[src/rtl/mcpu_ctrl.sv]
// mcpu_ctrl: multi-cycle control unit for the RV32I teaching CPU.
// Each instruction is walked through IF -> ID -> EX -> (MEM) -> (WB).
// Every memory access waits on MIO_ready. Illegal opcodes, illegal ALU
// functions and stalled memory accesses drop the unit into a sticky TRAP
// state that only rst can leave.
module mcpu_ctrl #(
    parameter int unsigned MIO_TIMEOUT = 16
) (
    input  logic       clk,
    input  logic       rst,
    input  logic [4:0] OPcode,
    input  logic [2:0] Fun3,
    input  logic       Fun7,
    input  logic       Zero,
    input  logic       MIO_ready,
    output logic       PCWrite,
    output logic [1:0] PCSrc,
    output logic       IRWrite,
    output logic       IorD,
    output logic       MemReq,
    output logic       MemRW,
    output logic       CPU_MIO,
    output logic [2:0] ImmSel,
    output logic [1:0] ALUSrc_A,
    output logic [1:0] ALUSrc_B,
    output logic [3:0] ALU_Control,
    output logic [1:0] MemtoReg,
    output logic       RegWrite,
    output logic [2:0] state,
    output logic       trap,
    output logic [1:0] trap_cause
);

    // FSM states; the encodings are visible on the state output.
    typedef enum logic [2:0] {
        S_IDLE = 3'd0,
        S_IF   = 3'd1,
        S_ID   = 3'd2,
        S_EX   = 3'd3,
        S_MEM  = 3'd4,
        S_WB   = 3'd5,
        S_TRAP = 3'd7
    } state_t;

    // Instruction classes recognised from the opcode field.
    typedef enum logic [3:0] {
        C_R, C_I, C_LW, C_SW, C_BR, C_JAL, C_JALR, C_LUI, C_AUIPC, C_BAD
    } cls_t;

    // Opcode field values (IR[6:2]).
    localparam logic [4:0] OP_R     = 5'b01100;
    localparam logic [4:0] OP_I     = 5'b00100;
    localparam logic [4:0] OP_LW    = 5'b00000;
    localparam logic [4:0] OP_SW    = 5'b01000;
    localparam logic [4:0] OP_BR    = 5'b11000;
    localparam logic [4:0] OP_JAL   = 5'b11011;
    localparam logic [4:0] OP_JALR  = 5'b11001;
    localparam logic [4:0] OP_LUI   = 5'b01101;
    localparam logic [4:0] OP_AUIPC = 5'b00101;

    // ALU operation codes.
    localparam logic [3:0] ALU_AND = 4'b0000;
    localparam logic [3:0] ALU_OR  = 4'b0001;
    localparam logic [3:0] ALU_ADD = 4'b0010;
    localparam logic [3:0] ALU_XOR = 4'b0011;
    localparam logic [3:0] ALU_SRL = 4'b0101;
    localparam logic [3:0] ALU_SUB = 4'b0110;
    localparam logic [3:0] ALU_SLT = 4'b0111;

    // Immediate formats.
    localparam logic [2:0] IMM_I = 3'b000;
    localparam logic [2:0] IMM_S = 3'b001;
    localparam logic [2:0] IMM_B = 3'b010;
    localparam logic [2:0] IMM_J = 3'b011;
    localparam logic [2:0] IMM_U = 3'b100;

    // Mux selections.
    localparam logic [1:0] A_PC    = 2'b00;
    localparam logic [1:0] A_RS1   = 2'b01;
    localparam logic [1:0] A_OLDPC = 2'b10;
    localparam logic [1:0] A_ZERO  = 2'b11;
    localparam logic [1:0] B_RS2   = 2'b00;
    localparam logic [1:0] B_IMM   = 2'b01;
    localparam logic [1:0] B_FOUR  = 2'b10;
    localparam logic [1:0] PC_ALU    = 2'b00;
    localparam logic [1:0] PC_ALUOUT = 2'b01;
    localparam logic [1:0] PC_JALR   = 2'b10;
    localparam logic [1:0] WB_ALUOUT = 2'b00;
    localparam logic [1:0] WB_MDR    = 2'b01;
    localparam logic [1:0] WB_PC     = 2'b10;

    // Trap causes.
    localparam logic [1:0] CAUSE_ILLEGAL = 2'b01;
    localparam logic [1:0] CAUSE_TIMEOUT = 2'b10;

    // Watchdog sizing: the counter only has to hold 0 .. MIO_TIMEOUT-1,
    // because the trap is taken on the wait cycle that would reach the limit.
    localparam int unsigned WDW = (MIO_TIMEOUT > 1) ? $clog2(MIO_TIMEOUT) : 1;
    localparam bit WD_EN = (MIO_TIMEOUT != 0);
    localparam logic [WDW-1:0] WD_LAST = WDW'((MIO_TIMEOUT == 0) ? 0 : MIO_TIMEOUT - 1);

    state_t         state_q, state_d;
    logic [WDW-1:0] wd_q, wd_d;
    logic           trap_q;
    logic [1:0]     trap_cause_q;
    logic [1:0]     cause_d;

    cls_t       cls;
    logic [2:0] imm_id;
    logic [3:0] alu_fn;
    logic       fun3_ok;
    logic       id_illegal;
    logic       wait_cycle;
    logic       wd_expire;

    // Classify the instruction and pick the immediate format used in ID.
    always_comb begin
        cls    = C_BAD;
        imm_id = IMM_I;
        case (OPcode)
            OP_R:     cls = C_R;
            OP_I:     cls = C_I;
            OP_LW:    cls = C_LW;
            OP_SW:    begin cls = C_SW;    imm_id = IMM_S; end
            OP_BR:    begin cls = C_BR;    imm_id = IMM_B; end
            OP_JAL:   begin cls = C_JAL;   imm_id = IMM_J; end
            OP_JALR:  cls = C_JALR;
            OP_LUI:   begin cls = C_LUI;   imm_id = IMM_U; end
            OP_AUIPC: begin cls = C_AUIPC; imm_id = IMM_U; end
            default:  cls = C_BAD;
        endcase
    end

    // ALU function for R and I-ALU; Fun7 only selects SUB for R-type,
    // since in I-type it is just an immediate bit.
    always_comb begin
        alu_fn  = ALU_ADD;
        fun3_ok = 1'b1;
        case (Fun3)
            3'b000:  alu_fn = (cls == C_R && Fun7) ? ALU_SUB : ALU_ADD;
            3'b100:  alu_fn = ALU_XOR;
            3'b110:  alu_fn = ALU_OR;
            3'b111:  alu_fn = ALU_AND;
            3'b101:  alu_fn = ALU_SRL;
            3'b010:  alu_fn = ALU_SLT;
            default: fun3_ok = 1'b0;
        endcase
    end

    // An instruction is rejected in ID if its opcode is unknown, or if it
    // is an ALU instruction whose function the ALU cannot perform.
    assign id_illegal = (cls == C_BAD) || ((cls == C_R || cls == C_I) && !fun3_ok);

    // Watchdog fires on the wait cycle that would bring the count to the limit;
    // a ready on that same cycle wins because wait_cycle requires !MIO_ready.
    assign wait_cycle = WD_EN && (state_q == S_IF || state_q == S_MEM) && !MIO_ready;
    assign wd_expire  = wait_cycle && (wd_q == WD_LAST);

    // Next state and control outputs, decoded from the current state and IR fields.
    always_comb begin
        state_d     = state_q;
        cause_d     = 2'b00;
        PCWrite     = 1'b0;
        PCSrc       = PC_ALU;
        IRWrite     = 1'b0;
        IorD        = 1'b0;
        MemReq      = 1'b0;
        MemRW       = 1'b0;
        ImmSel      = IMM_I;
        ALUSrc_A    = A_PC;
        ALUSrc_B    = B_RS2;
        ALU_Control = ALU_AND;
        MemtoReg    = WB_ALUOUT;
        RegWrite    = 1'b0;
        case (state_q)
            S_IDLE: state_d = S_IF;
            S_IF: begin
                MemReq      = 1'b1;
                IorD        = 1'b0;
                ALUSrc_A    = A_PC;
                ALUSrc_B    = B_FOUR;
                ALU_Control = ALU_ADD;
                if (MIO_ready) begin
                    IRWrite = 1'b1;
                    PCWrite = 1'b1;
                    PCSrc   = PC_ALU;
                    state_d = S_ID;
                end else if (wd_expire) begin
                    state_d = S_TRAP;
                    cause_d = CAUSE_TIMEOUT;
                end
            end
            S_ID: begin
                // Branch/jump target goes into ALUOut for use in EX.
                ALUSrc_A    = A_OLDPC;
                ALUSrc_B    = B_IMM;
                ALU_Control = ALU_ADD;
                ImmSel      = imm_id;
                if (id_illegal) begin
                    state_d = S_TRAP;
                    cause_d = CAUSE_ILLEGAL;
                end else begin
                    state_d = S_EX;
                end
            end
            S_EX: begin
                case (cls)
                    C_R: begin
                        ALUSrc_A    = A_RS1;
                        ALUSrc_B    = B_RS2;
                        ALU_Control = alu_fn;
                        state_d     = S_WB;
                    end
                    C_I: begin
                        ALUSrc_A    = A_RS1;
                        ALUSrc_B    = B_IMM;
                        ImmSel      = IMM_I;
                        ALU_Control = alu_fn;
                        state_d     = S_WB;
                    end
                    C_LW, C_SW: begin
                        ALUSrc_A    = A_RS1;
                        ALUSrc_B    = B_IMM;
                        ALU_Control = ALU_ADD;
                        ImmSel      = (cls == C_SW) ? IMM_S : IMM_I;
                        state_d     = S_MEM;
                    end
                    C_BR: begin
                        // BEQ takes on Zero, BNE (Fun3[0]=1) on !Zero.
                        ALUSrc_A    = A_RS1;
                        ALUSrc_B    = B_RS2;
                        ALU_Control = ALU_SUB;
                        PCSrc       = PC_ALUOUT;
                        PCWrite     = Zero ^ Fun3[0];
                        state_d     = S_IF;
                    end
                    C_JAL: begin
                        PCWrite  = 1'b1;
                        PCSrc    = PC_ALUOUT;
                        RegWrite = 1'b1;
                        MemtoReg = WB_PC;
                        state_d  = S_IF;
                    end
                    C_JALR: begin
                        ALUSrc_A    = A_RS1;
                        ALUSrc_B    = B_IMM;
                        ALU_Control = ALU_ADD;
                        PCSrc       = PC_JALR;
                        PCWrite     = 1'b1;
                        RegWrite    = 1'b1;
                        MemtoReg    = WB_PC;
                        state_d     = S_IF;
                    end
                    C_LUI: begin
                        ALUSrc_A    = A_ZERO;
                        ALUSrc_B    = B_IMM;
                        ImmSel      = IMM_U;
                        ALU_Control = ALU_ADD;
                        state_d     = S_WB;
                    end
                    C_AUIPC: begin
                        ALUSrc_A    = A_OLDPC;
                        ALUSrc_B    = B_IMM;
                        ImmSel      = IMM_U;
                        ALU_Control = ALU_ADD;
                        state_d     = S_WB;
                    end
                    default: begin
                        // Only reachable if IR changed after ID; treat as illegal.
                        state_d = S_TRAP;
                        cause_d = CAUSE_ILLEGAL;
                    end
                endcase
            end
            S_MEM: begin
                MemReq = 1'b1;
                IorD   = 1'b1;
                MemRW  = (cls == C_SW);
                if (MIO_ready) begin
                    state_d = (cls == C_LW) ? S_WB : S_IF;
                end else if (wd_expire) begin
                    state_d = S_TRAP;
                    cause_d = CAUSE_TIMEOUT;
                end
            end
            S_WB: begin
                RegWrite = 1'b1;
                MemtoReg = (cls == C_LW) ? WB_MDR : WB_ALUOUT;
                state_d  = S_IF;
            end
            S_TRAP: state_d = S_TRAP;
            default: state_d = S_IDLE;
        endcase
    end

    // Watchdog next value: cleared on every state change, counts wait cycles otherwise.
    always_comb begin
        wd_d = wd_q;
        if (state_d != state_q) begin
            wd_d = '0;
        end else if (wait_cycle) begin
            wd_d = wd_q + WDW'(1);
        end
    end

    // State, watchdog and sticky trap registers.
    always_ff @(posedge clk or posedge rst) begin
        if (rst) begin
            state_q      <= S_IDLE;
            wd_q         <= '0;
            trap_q       <= 1'b0;
            trap_cause_q <= 2'b00;
        end else begin
            state_q <= state_d;
            wd_q    <= wd_d;
            if (state_q != S_TRAP && state_d == S_TRAP) begin
                trap_q       <= 1'b1;
                trap_cause_q <= cause_d;
            end
        end
    end

    assign CPU_MIO    = MemReq;
    assign state      = state_q;
    assign trap       = trap_q;
    assign trap_cause = trap_cause_q;

endmodule

[config.mk]
export PLATFORM = sky130hd
export DESIGN_NAME = mcpu_ctrl
export DESIGN_NICKNAME = d
export VERILOG_FILES = /design/src/rtl/mcpu_ctrl.sv
export SDC_FILE = /design/constraint.sdc
export NUM_CORES = 1
export LEC_CHECK = 0
export BUFFER_PORTS_ARGS = -buffer_cell sky130_fd_sc_hd__buf_2
export CAP_MARGIN = 25
export CORE_AREA = 2 2 48 50
export DETAILED_ROUTE_END_ITERATION = 12
export DIE_AREA = 0 0 50 52
export PLACE_DENSITY = 0.89
export SLEW_MARGIN = 25
export SYNTH_ARGS = -nofsm -noshare
export SYNTH_HDL_FRONTEND = slang
export SYNTH_SLANG_ARGS = --single-unit
[constraint.sdc]
create_clock -name clk -period 3.25 [get_ports clk]
set_clock_uncertainty 0.05 [all_clocks]
set_input_delay 0.325 -clock clk [delete_from_list [all_inputs] [get_ports clk]]
set_output_delay 0.325 -clock clk [all_outputs]
set_load 0.005 [all_outputs]
==> summary.md, run 1 <==
| Metric | Value |
|---|---|
| Status | `finished clean` |
| Starting density of the core | `49.4%` |
| Clock transition at the registers of the reported paths | `70 ps` |
| Crit-path slowest cell | `dfrtp_1` |
| Top Ports | `41` |
| Resized Gates After CTS | `0` |
| Die Ht | `52 microns` |
| Synth Area in Compound Gates | `25.8%` |
| Mapped Area | `1040 sq um` |
| Vias post-DR | `1232` |
| Antenna viol nets, final | `0` |
| Tmin final | `2380 ps` |
| RSZ-0062 raised after global routing | `no` |
| Placed Area | `1210 sq um` |
| Fraction of layout instances using a drive strength above 1 | `26.0%` |
| Post-Syn Nets | `162` |
| Max FO, Critical Path | `21` |
| Startpoint Class | `flip-flop` |
| Antenna violations before repair | `0` |
| Critical Path Start | `state[1]` |
| Ys async rst share | `100%` |
| Cell area after layout | `1250 sq um` |
| Deepest clock path buffer count | `2` |
| Fill count | `209` |
| Final number of hold-violating endpoints | `0` |
| Core Area | `2110 sq um` |
| Drt initial violations | `42` |
| Row count | `17` |
| Number of setup buffers added after CTS | `0` |
| Total gr overflow | `0` |
| R2R Path Start | `state[1]` |
| Crit-path cells | `nor2b_1 > nand2_1 > nor4b_1 > buf_2` |
| Synth Area in Adders | `1.20%` |
| Final core occ | `59.5%` |
| CP peak stage delay | `690 ps` |
| Number of CTS-inserted buffers | `3` |
| HPWL Detailed | `2090 microns` |
| # clock sinks | `10` |
| Die Width | `50 microns` |
| Hold Crit Start | `trap` |
| Diodes inserted | `0` |
| Worst EP arrival | `2010 ps` |
| H-tree depth | `1` |
| Vias in the first global route | `1086` |
| WL final | `2740 microns` |
| Drt drc | `0` |
| WL/cell | `13.1 microns` |
| EDFF count, synth | `0` |
| Post-synthesis sequential area ratio | `24.0%` |
| Setup-failing EPs final | `0` |
| Largest family of logic cells by synthesized area | `simple AND/OR/NAND/NOR gates` |
| Largest net degree at the start of global routing | `22` |
| PortBufs | `39` |
| Cells after Synth | `148` |
| Setup crit end kind | `output port` |
| Root buffer cell | `clkbuf_4` |
| TNS Setup | `0 ps` |
| Die area | `2600 sq um` |
| Hold/Removal Path Class | `flip-flop to flip-flop` |
| Synth Flop Type | `dfrtp_1` |
| Synth Register Bits | `10` |
| P_leak | `0.572 nW` |
| Portion of netlist area occupied by mux cells | `1.92%` |
| Clock latency on the worst-skew pair | `270 ps` |
| Highest achievable clock rate | `420 MHz` |
| Final worst-path cycle share | `73.3%` |
| Layout Nets | `196` |
| GRT Total Usage | `22.5%` |
| RD Place Congestion | `0.846` |
| Total power draw | `0.740 mW` |
| Syn Area/Cell | `7.03 sq um` |
| CTS tree | `yes` |
| Post-Synth Simple-Gate Area | `34.6%` |
| Max-capacitance violation count | `0` |
| CP required | `2870 ps` |
| Maximum vdd drop | `0.411 mV` |
| Drt via density | `5.89` |
| Slew Viols, Final | `0` |
| Synth cell types | `44` |
| Worst Tran Pin Value | `727 ps` |
| Pre-Repair DR Iteration Count | `4` |
| Worst Path Class, Setup | `flip-flop to output port` |
| Power density cells | `591 nW/um^2` |
| Layout area overhead | `20.4%` |
| Worst slew margin | `51.1%` |
| Synth warnings | `0` |
| Hold Worst Slack | `432 ps` |
| First-pass GRT wire length | `4570 microns` |
| Post-synthesis xor/xnor area fraction | `3.37%` |
## cells by family after synthesis
logic type	Yosys count
AND/OR/NAND/NOR	71
AO/OA/AOI/OAI	41
buffers and inverters	18
flip-flops	10
XOR/XNOR	4
multiplexers	2
adder cells (fa/ha/maj)	1
other	1
## registers in the layout, indices dropped and copies added (netlist names)
name and cells:
wd_q 4, state 3, trap_cause 2, trap 1
## synth_stat cells (all sizes together) (3+ instances only)
cell type	number	area (sq um)
nand2	15	56.3
dfrtp	10	250
a21oi	12	63.8
nor4	3	18.8
nor3	10	50.1
xor2	3	26.3
and2	3	21.3
buf	4	37.5
o21ai	5	25.0
clkbuf	7	26.3
a31oi	7	43.8
nor2	17	63.8
nand2b	6	37.5
nor2b	4	25.0
inv	7	26.3
o21a	4	30.0
## layout by cell type (no fill, tap or decap), types with 2 or more instances in the layout
cell type	count
buf_2	39
nor2_1	17
nand2_1	15
a21oi_1	11
nor3_1	10
dfrtp_1	10
inv_1	7
a31oi_1	7
nand2b_1	6
o21ai_0	5
nor2b_1	4
o21a_1	4
nor4_1	3
xor2_1	3
clkbuf_4	3
or3_1	2
o22ai_1	2
nor3b_1	2
nand3_1	2
mux2i_1	2
nand4_1	2
and2_1	2
## per-layer routing
layer / track usage [%] / routed length (microns)
met2: 40.6 / 1350
met1: 25.8 / 1100
met5: 0 / 0
met4: 12.5 / 97
met3: 2.59 / 191
## through the flow
step           cells  worst slack, ps
2_1_floorplan    148             1220
3_3_place_gp     204             1050
3_5_place_dp     204              960
4_1_cts          209              895
5_1_grt          209              698
6_report         209              869
## worst paths after layout
path | to | slack, ps | cells after the start
setup / recovery | ALU_Control[0] | 870 | 4
hold / removal | trap | 430 | 1
setup reg to reg | trap_cause[1] | 1060 | 5
hold reg to reg | trap | 430 | 1
max in group asynchronous | trap_cause[1] | 2370 | 3
min in group asynchronous | state[0] | 510 | 3
## report_power, final
group	switching, mW	internal [mW]
sequential	0.0808	0.147
clock	0.0441	0.0681
combinational	0.231	0.170
total	0.356	0.385
## repair_timing
| action | CTS | global route |
|---|---|---|
| endpoints found under the hold margin | 10 | 0 |
| hold buffers | 1 | 0 |
| endpoints found under the setup margin | 0 | 0 |
## worst max-delay path, delay by kind of cell, from the launching register on
kind / cells / cell delay [ps]
AND/OR/NAND/NOR: 3 / 860
flip-flops: 1 / 690
buffers and inverters: 1 / 170
## cell type report
class / instances / area [sq um] / area share (%)
clock buffer: 4 / 36.3 / 2.89
sequential: 10 / 250 / 20.0
multi-input combinational: 120 / 701 / 55.9
timing repair buffer: 40 / 205 / 16.4
inverter: 7 / 26.3 / 2.10
tap: 28 / 35.0 / 2.79
No activity file was read; power rests on OpenSTA's default activity.
==> run 2: changes to the inputs <==
--- a/config.mk
+++ b/config.mk
@@ -5,12 +5,13 @@
 export SDC_FILE = /design/constraint.sdc
 export NUM_CORES = 1
 export LEC_CHECK = 0
+export ABC_AREA = 1
 export BUFFER_PORTS_ARGS = -buffer_cell sky130_fd_sc_hd__buf_2
 export CAP_MARGIN = 25
-export CORE_AREA = 2 2 48 50
+export CORE_AREA = 2 2 53 55
 export DETAILED_ROUTE_END_ITERATION = 12
-export DIE_AREA = 0 0 50 52
-export PLACE_DENSITY = 0.89
+export DIE_AREA = 0 0 55 57
+export PLACE_DENSITY = 0.8
 export SLEW_MARGIN = 25
 export SYNTH_ARGS = -nofsm -noshare
 export SYNTH_HDL_FRONTEND = slang
==> constraint.sdc (replaced) <==
create_clock -name clk -period 2 [get_ports clk]
set_clock_uncertainty 0.05 [all_clocks]
set_input_delay 0.2 -clock clk [delete_from_list [all_inputs] [get_ports clk]]
set_output_delay 0.2 -clock clk [all_outputs]
set_load 0.005 [all_outputs]
==> summary.md, run 2 <==
| Metric | Value |
|---|---|
| Top Ports | `41 (unchanged)` |
| WL final | `2740 microns (unchanged)` |
| Worst EP arrival | `1600 ps (-410 ps)` |
| TNS Setup | `0 ps (unchanged)` |
| Starting density of the core | `41.4% (-8.0 points)` |
| RD Place Congestion | `0.868 (+2.7%)` |
| Final worst-path cycle share | `92.7%` |
| Largest Register | `wd_q` |
| Worst Path Class, Setup | `flip-flop to output port` |
| CTS tree | `yes` |
| First-pass GRT wire length | `4860 microns (+6.5%)` |
| Die area | `3140 sq um (+21%)` |
| Syn Area/Cell | `6.09 sq um (-13%)` |
| Number of CTS-inserted buffers | `3 (unchanged)` |
| Die Width | `55 microns (+10%)` |
| Row count | `19 (+2)` |
| WL/cell | `10.8 microns (-18%)` |
| P_leak | `0.798 nW (+40%)` |
| Post-Syn Nets | `192 (+19%)` |
| PortBufs | `39 (unchanged)` |
| Status | `finished clean` |
| # clock sinks | `10 (unchanged)` |
| Cells after Synth | `178 (+20%)` |
| Highest achievable clock rate | `539 MHz` |
| Synth Flop Type | `dfrtp_1` |
| Vias post-DR | `1285 (+4.3%)` |
| Final number of hold-violating endpoints | `0 (unchanged)` |
| Antenna viol nets, final | `0 (unchanged)` |
| Post-synthesis cell type with the largest combined area | `dfrtp_1` |
| Root buffer cell | `clkbuf_4` |
| EDFF count, synth | `0 (unchanged)` |
| Largest register FFs | `4 (unchanged)` |
| Synth warnings | `0 (unchanged)` |
| Synth cell types | `28 (-36%)` |
| Tmin final | `1850 ps` |
| Setup slack after layout | `146 ps (-722 ps)` |
| Antenna violations before repair | `0 (unchanged)` |
| HPWL Detailed | `2330 microns (+12%)` |
| Core Area | `2620 sq um (+24%)` |
| Commonest non-fill, non-tap cells in the layout | `nand2_1, buf_2, nor2_1` |
| Largest net degree at the start of global routing | `11 (-50%)` |
| Pre-Repair DR Iteration Count | `4 (unchanged)` |
| Power density cells | `332 nW/um^2 (-44%)` |
| Total gr overflow | `0 (unchanged)` |
| Hold/Removal Path Class | `primary input to flip-flop` |
| RSZ-0062 raised after global routing | `no` |
| Drt via density | `5.06 (-14%)` |
| Fraction of layout instances using a drive strength above 1 | `33.2% (+7.2 points)` |
| Ys async rst share | `100% (unchanged)` |
| Die Ht | `57 microns (+9.6%)` |
| GRT Total Usage | `20.3% (-2.2 points)` |
| Clock latency on the worst-skew pair | `270 ps (about the same)` |
| Setup crit end kind | `output port` |
| Diodes inserted | `0 (unchanged)` |
| CP required | `1750 ps (-1120 ps)` |
| H-tree depth | `1 (unchanged)` |
| Clock transition at the registers of the reported paths | `70 ps (about the same)` |
| Total power draw | `0.458 mW (-38%)` |
| Mapped Area | `1080 sq um (+4.1%)` |
| Synth top area cells | `dfrtp_1, nand2_1, inv_1, nor2_1, o21ai_0` |
| Post-synth top area share | `23.1% (-0.94 points)` |
| Layout area overhead | `27.3%` |
| Top cells by count, synth | `nand2_1, inv_1, nor2_1, o21ai_0, dfrtp_1` |
| Max FO, Critical Path | `7 (-67%)` |
| Maximum vdd drop | `0.250 mV (-39%)` |
| Layout Nets | `238 (+21%)` |
| Vias in the first global route | `1175 (+8.2%)` |
| Post-synthesis sequential area ratio | `23.1% (-0.94 points)` |
| Fill count | `270 (+29%)` |
| Slew Viols, Final | `0 (unchanged)` |
| Drt initial violations | `30 (-29%)` |
| Top-count cell post-synth | `nand2_1` |
| Drt drc | `0 (unchanged)` |
| Startpoint Class | `flip-flop` |
| Setup-failing EPs final | `0 (unchanged)` |
| Deepest clock path buffer count | `2 (unchanged)` |
| Synth Register Bits | `10 (unchanged)` |
| Setup Slack @ Placement | `184 ps (-777 ps)` |
| Commonest non-fill, non-tap cell in the layout | `nand2_1` |
| Max-capacitance violation count | `0 (unchanged)` |
==> run 2: cell types whose count changed in the layout (fill, tap and decap cells not counted), moves of 7 or more <==
cell     change
inv_1       +18
a21oi_1      -8
o21ai_0      +9
nor2_1       +9
nand2_1     +25
nand2_2      +7
nand3_1      +7
a31oi_1      -7
==> run 2: layout make-up <==
class	count	area (sq um)	area share (%)
Inverter	32	120	8.71
Multi-Input combinational cell	134	703	51.0
Tap cell	31	38.8	2.81
Clock buffer	4	36.3	2.63
Sequential cell	10	253	18.3
Timing Repair Buffer	43	228	16.5
==> run 2: cells by family after synthesis <==
family | after synthesis | synth area share (%)
other | 1 | 0.346
AND/OR/NAND/NOR | 105 | 47.2
buffers and inverters | 34 | 12.5
adder cells (fa/ha/maj) | 1 | 1.15
XOR/XNOR | 4 | 3.23
multiplexers | 1 | 0.924
AO/OA/AOI/OAI | 22 | 11.5
flip-flops | 10 | 23.1
==> run 2: through the flow <==
stage	cell area [sq um]	cells	utilization (%)	hold WS, ps
detailed placement	1300	246	49.8	153
global route	1380	254	52.7	359
global placement	1300	246	49.8	141
finish	1380	254	52.7	309
CTS	1370	253	52.3	310
floorplan	1080	178	-	-9.82
==> run 2: per-layer routing <==
layer,wire length (microns),vias to the layer above,track usage (%)
li1,-,658,-
met5,0,-,0
met4,42,0,6.97
met3,159,4,2.88
met1,1280,588,28.8
met2,1260,35,31.1
==> run 2: critical path: stages (launching register included) <==
cell and delay, ps:
dfrtp_1 410, inv_2 100, nand2_1 100, nor2_4 130, inv_2 80, o31ai_2 240, o211a_1 170, buf_2 100
==> run 2: final timing paths <==
path,endpoint,cells after the start,slack (ps),startpoint
max in group asynchronous,state[1],3,1190,rst
setup reg to reg,wd_q[1],11,260,state[1]
hold / removal,trap_cause[1],4,310,MIO_ready
min in group asynchronous,trap_cause[0],3,400,rst
setup / recovery,ALU_Control[0],7,150,state[2]
hold reg to reg,trap,2,410,trap
==> run 2: what timing repair did <==
action                                  CTS  global route
endpoints found under the setup margin    2             4
pin swaps                                 1             1
setup buffers                             2             1
endpoints found under the hold margin    10             0
gates resized for setup                   2             3
hold buffers                              1             0
==> run 2: power breakdown <==
group	switching, mW	internal (mW)	total (mW)
sequential	0	0.202	0.202
combinational	0.0469	0.0245	0.0714
clock	0.0740	0.111	0.185
==> run 3: changes to the inputs <==
--- a/config.mk
+++ b/config.mk
@@ -8,10 +8,10 @@
 export ABC_AREA = 1
 export BUFFER_PORTS_ARGS = -buffer_cell sky130_fd_sc_hd__buf_2
 export CAP_MARGIN = 25
-export CORE_AREA = 2 2 53 55
+export CORE_AREA = 2 2 51 53
 export DETAILED_ROUTE_END_ITERATION = 12
-export DIE_AREA = 0 0 55 57
-export PLACE_DENSITY = 0.8
+export DIE_AREA = 0 0 53 55
+export PLACE_DENSITY = 0.83
 export SLEW_MARGIN = 25
 export SYNTH_ARGS = -nofsm -noshare
 export SYNTH_HDL_FRONTEND = slang
==> constraint.sdc (replaced) <==
create_clock -name clk -period 1.8 [get_ports clk]
set_clock_uncertainty 0.05 [all_clocks]
set_input_delay 0.18 -clock clk [delete_from_list [all_inputs] [get_ports clk]]
set_output_delay 0.18 -clock clk [all_outputs]
set_load 0.005 [all_outputs]
==> summary.md, run 3 (same netlist as run 2, synthesis figures left out) <==
| Metric | Value |
|---|---|
| Power density cells | `294 nW/um^2 (-12%)` |
| Commonest non-fill, non-tap cells in the layout | `buf_2, nand2_1, inv_1` |
| Die Ht | `55 microns (-3.5%)` |
| Vias in the first global route | `1211 (+3.1%)` |
| HPWL Detailed | `2450 microns (+5.1%)` |
| Fraction of layout instances using a drive strength above 1 | `42.4% (+9.2 points)` |
| Total power draw | `0.453 mW (-1.0%)` |
| Clock transition at the registers of the reported paths | `60 ps (about the same)` |
| Placed cells | `249 (+1.2%)` |
| WL/cell | `12.8 microns (+19%)` |
| Deepest clock path buffer count | `2 (unchanged)` |
| Top Ports | `41 (unchanged)` |
| Number of CTS-inserted buffers | `3 (unchanged)` |
| Setup-failing EPs final | `0 (unchanged)` |
| Highest achievable clock rate | `569 MHz` |
| Fin cells | `261 (+2.8%)` |
| WL final | `3350 microns (+22%)` |
| Placed Area | `1330 sq um (+2.2%)` |
| Final number of hold-violating endpoints | `0 (unchanged)` |
| Setup Slack @ Placement | `81.6 ps (-102 ps)` |
| CP Buf/Inv Count | `3 (unchanged)` |
| Root buffer cell | `clkbuf_4` |
| Row count | `18 (-1)` |
| Pre-Repair DR Iteration Count | `4 (unchanged)` |
| P_leak | `0.838 nW (+5.1%)` |
| Vias post-DR | `1363 (+6.1%)` |
| Largest net degree at the start of global routing | `11 (unchanged)` |
| Largest delay share family, worst path | `simple AND/OR/NAND/NOR gates` |
| Commonest non-fill, non-tap cell in the layout | `buf_2` |
| RSZ-0062 raised after global routing | `yes` |
| CP required | `1930 ps (+180 ps)` |
| Largest Register | `wd_q` |
| Core Area | `2360 sq um (-9.6%)` |
| Die area | `2920 sq um (-7.0%)` |
| H-tree depth | `1 (unchanged)` |
| Max FO, Critical Path | `4 (-3)` |
| Slew Viols, Final | `0 (unchanged)` |
| PortBufs | `39 (unchanged)` |
| Drt drc | `0 (unchanged)` |
| Setup slack after layout | `43.6 ps (-103 ps)` |
| Die Width | `53 microns (-3.6%)` |
| Maximum vdd drop | `0.220 mV (-12%)` |
| Max-capacitance violation count | `0 (unchanged)` |
| Largest register FFs | `4 (unchanged)` |
| Hold Worst Slack | `314 ps (+4.98 ps)` |
| Hold/Removal Path Class | `primary input to flip-flop` |
| Layout area overhead | `42.5%` |
| Tmin final | `1760 ps` |
| Cell area after layout | `1540 sq um (+12%)` |
| Antenna violations before repair | `0 (unchanged)` |
| Clock latency on the worst-skew pair | `250 ps (-20 ps)` |
| Worst Path Class, Setup | `flip-flop to flip-flop` |
| Most Frequent Cell on Critical Path | `nand2_1` |
| Antenna viol nets, final | `0 (unchanged)` |
| Final worst-path cycle share | `97.6%` |
| Worst EP arrival | `1880 ps (+280 ps)` |
| GRT Total Usage | `22.0% (+1.7 points)` |
| Crit-path slowest cell | `dfrtp_1` |
| Setup crit end kind | `flip-flop` |
| Diodes inserted | `0 (unchanged)` |
| Startpoint Class | `flip-flop` |
| Layout Nets | `247 (+3.8%)` |
| Starting density of the core | `45.8% (+4.4 points)` |
| RD Place Congestion | `0.879 (+1.3%)` |
| Total gr overflow | `0 (unchanged)` |
| First-pass GRT wire length | `4810 microns (-1.1%)` |
| Status | `finished clean` |
| CTS tree | `yes` |
| # clock sinks | `10 (unchanged)` |
| Crit-path cells | `buf_4 > nand2_1 > inv_1 > nand2_2 > nand2_1 > clkinv_1 > nand2_1 > nor2_2 > nand3_2 > nand2_2 > nand3_4 > nor3_2` |
| CP peak stage delay | `400 ps (about the same)` |
| Drt initial violations | `45 (+50%)` |
| Drt via density | `5.22 (+3.2%)` |
## run 3: cell count changes in the layout (fill, tap and decap cells not counted), moves of 3 or more
cell,before,now
buf_4,3,12
nand2_1,40,35
nand2_2,7,10
nand3_4,0,3
nor2_1,26,23
nor2_4,2,5
o21ai_0,14,11
o21ai_1,0,3
## run 3: final cells by class
cell class              instances  area, sq um
flip-flops and latches         10          253
repair buffers                 52          295
inverters                      32          123
multi-input cells             134          813
clock buffers                   3         22.5
well taps                      30         37.5
fillers                       202          821
## run 3: final timing paths
path	endpoint	from	cells after the start	slack [ps]
min in group asynchronous	trap	rst	3	380
worst max register to register	wd_q[2]	state[2]	12	40
worst min register to register	trap	trap	2	410
max in group asynchronous	state[0]	rst	3	1030
worst max-delay path	wd_q[2]	state[2]	12	40
worst min-delay path	trap_cause[1]	MIO_ready	4	310
## run 3: metal layers
layer  vias to the layer above  track usage (%)  share of wire [%]
met2                        48             39.4                 51
met4                         0             8.97                1.6
met1                       627             26.4                 42
met3                         8             3.23                5.0
li1                        680                -                  -
met5                         -                0                  0
## run 3: report_power, final
| part | internal [mW] | switching, mW |
|---|---|---|
| Clock | 0.0767 | 0.0656 |
| Combinational | 0.0296 | 0.0569 |
| Sequential | 0.225 | 0 |
## run 3: timing repair
item,in CTS,in global routing
resized for setup,7,27
endpoints found under the hold margin,10,0
hold buffers,1,0
setup endpoints to repair,6,15
buffers inserted,1,7
pin swaps,2,10
## run 3: worst register-to-register path, cell delays in order, from the launching register on
cell      delay, ps
dfrtp_1         400
buf_4           170
nand2_1          80
inv_1            70
nand2_2          90
nand2_1          70
clkinv_1         50
nand2_1          50
nor2_2          150
nand3_2         140
nand2_2         110
nand3_4          90
nor3_2          170
## run 3: per-stage QoR
stage | TNS, ps | util (%)
2_1_floorplan | 0 | -
3_3_place_gp | 0 | 56.3
3_5_place_dp | 0 | 56.3
4_1_cts | 0 | 58.8
5_1_grt | -476 | 65.3
6_report | 0 | 65.3
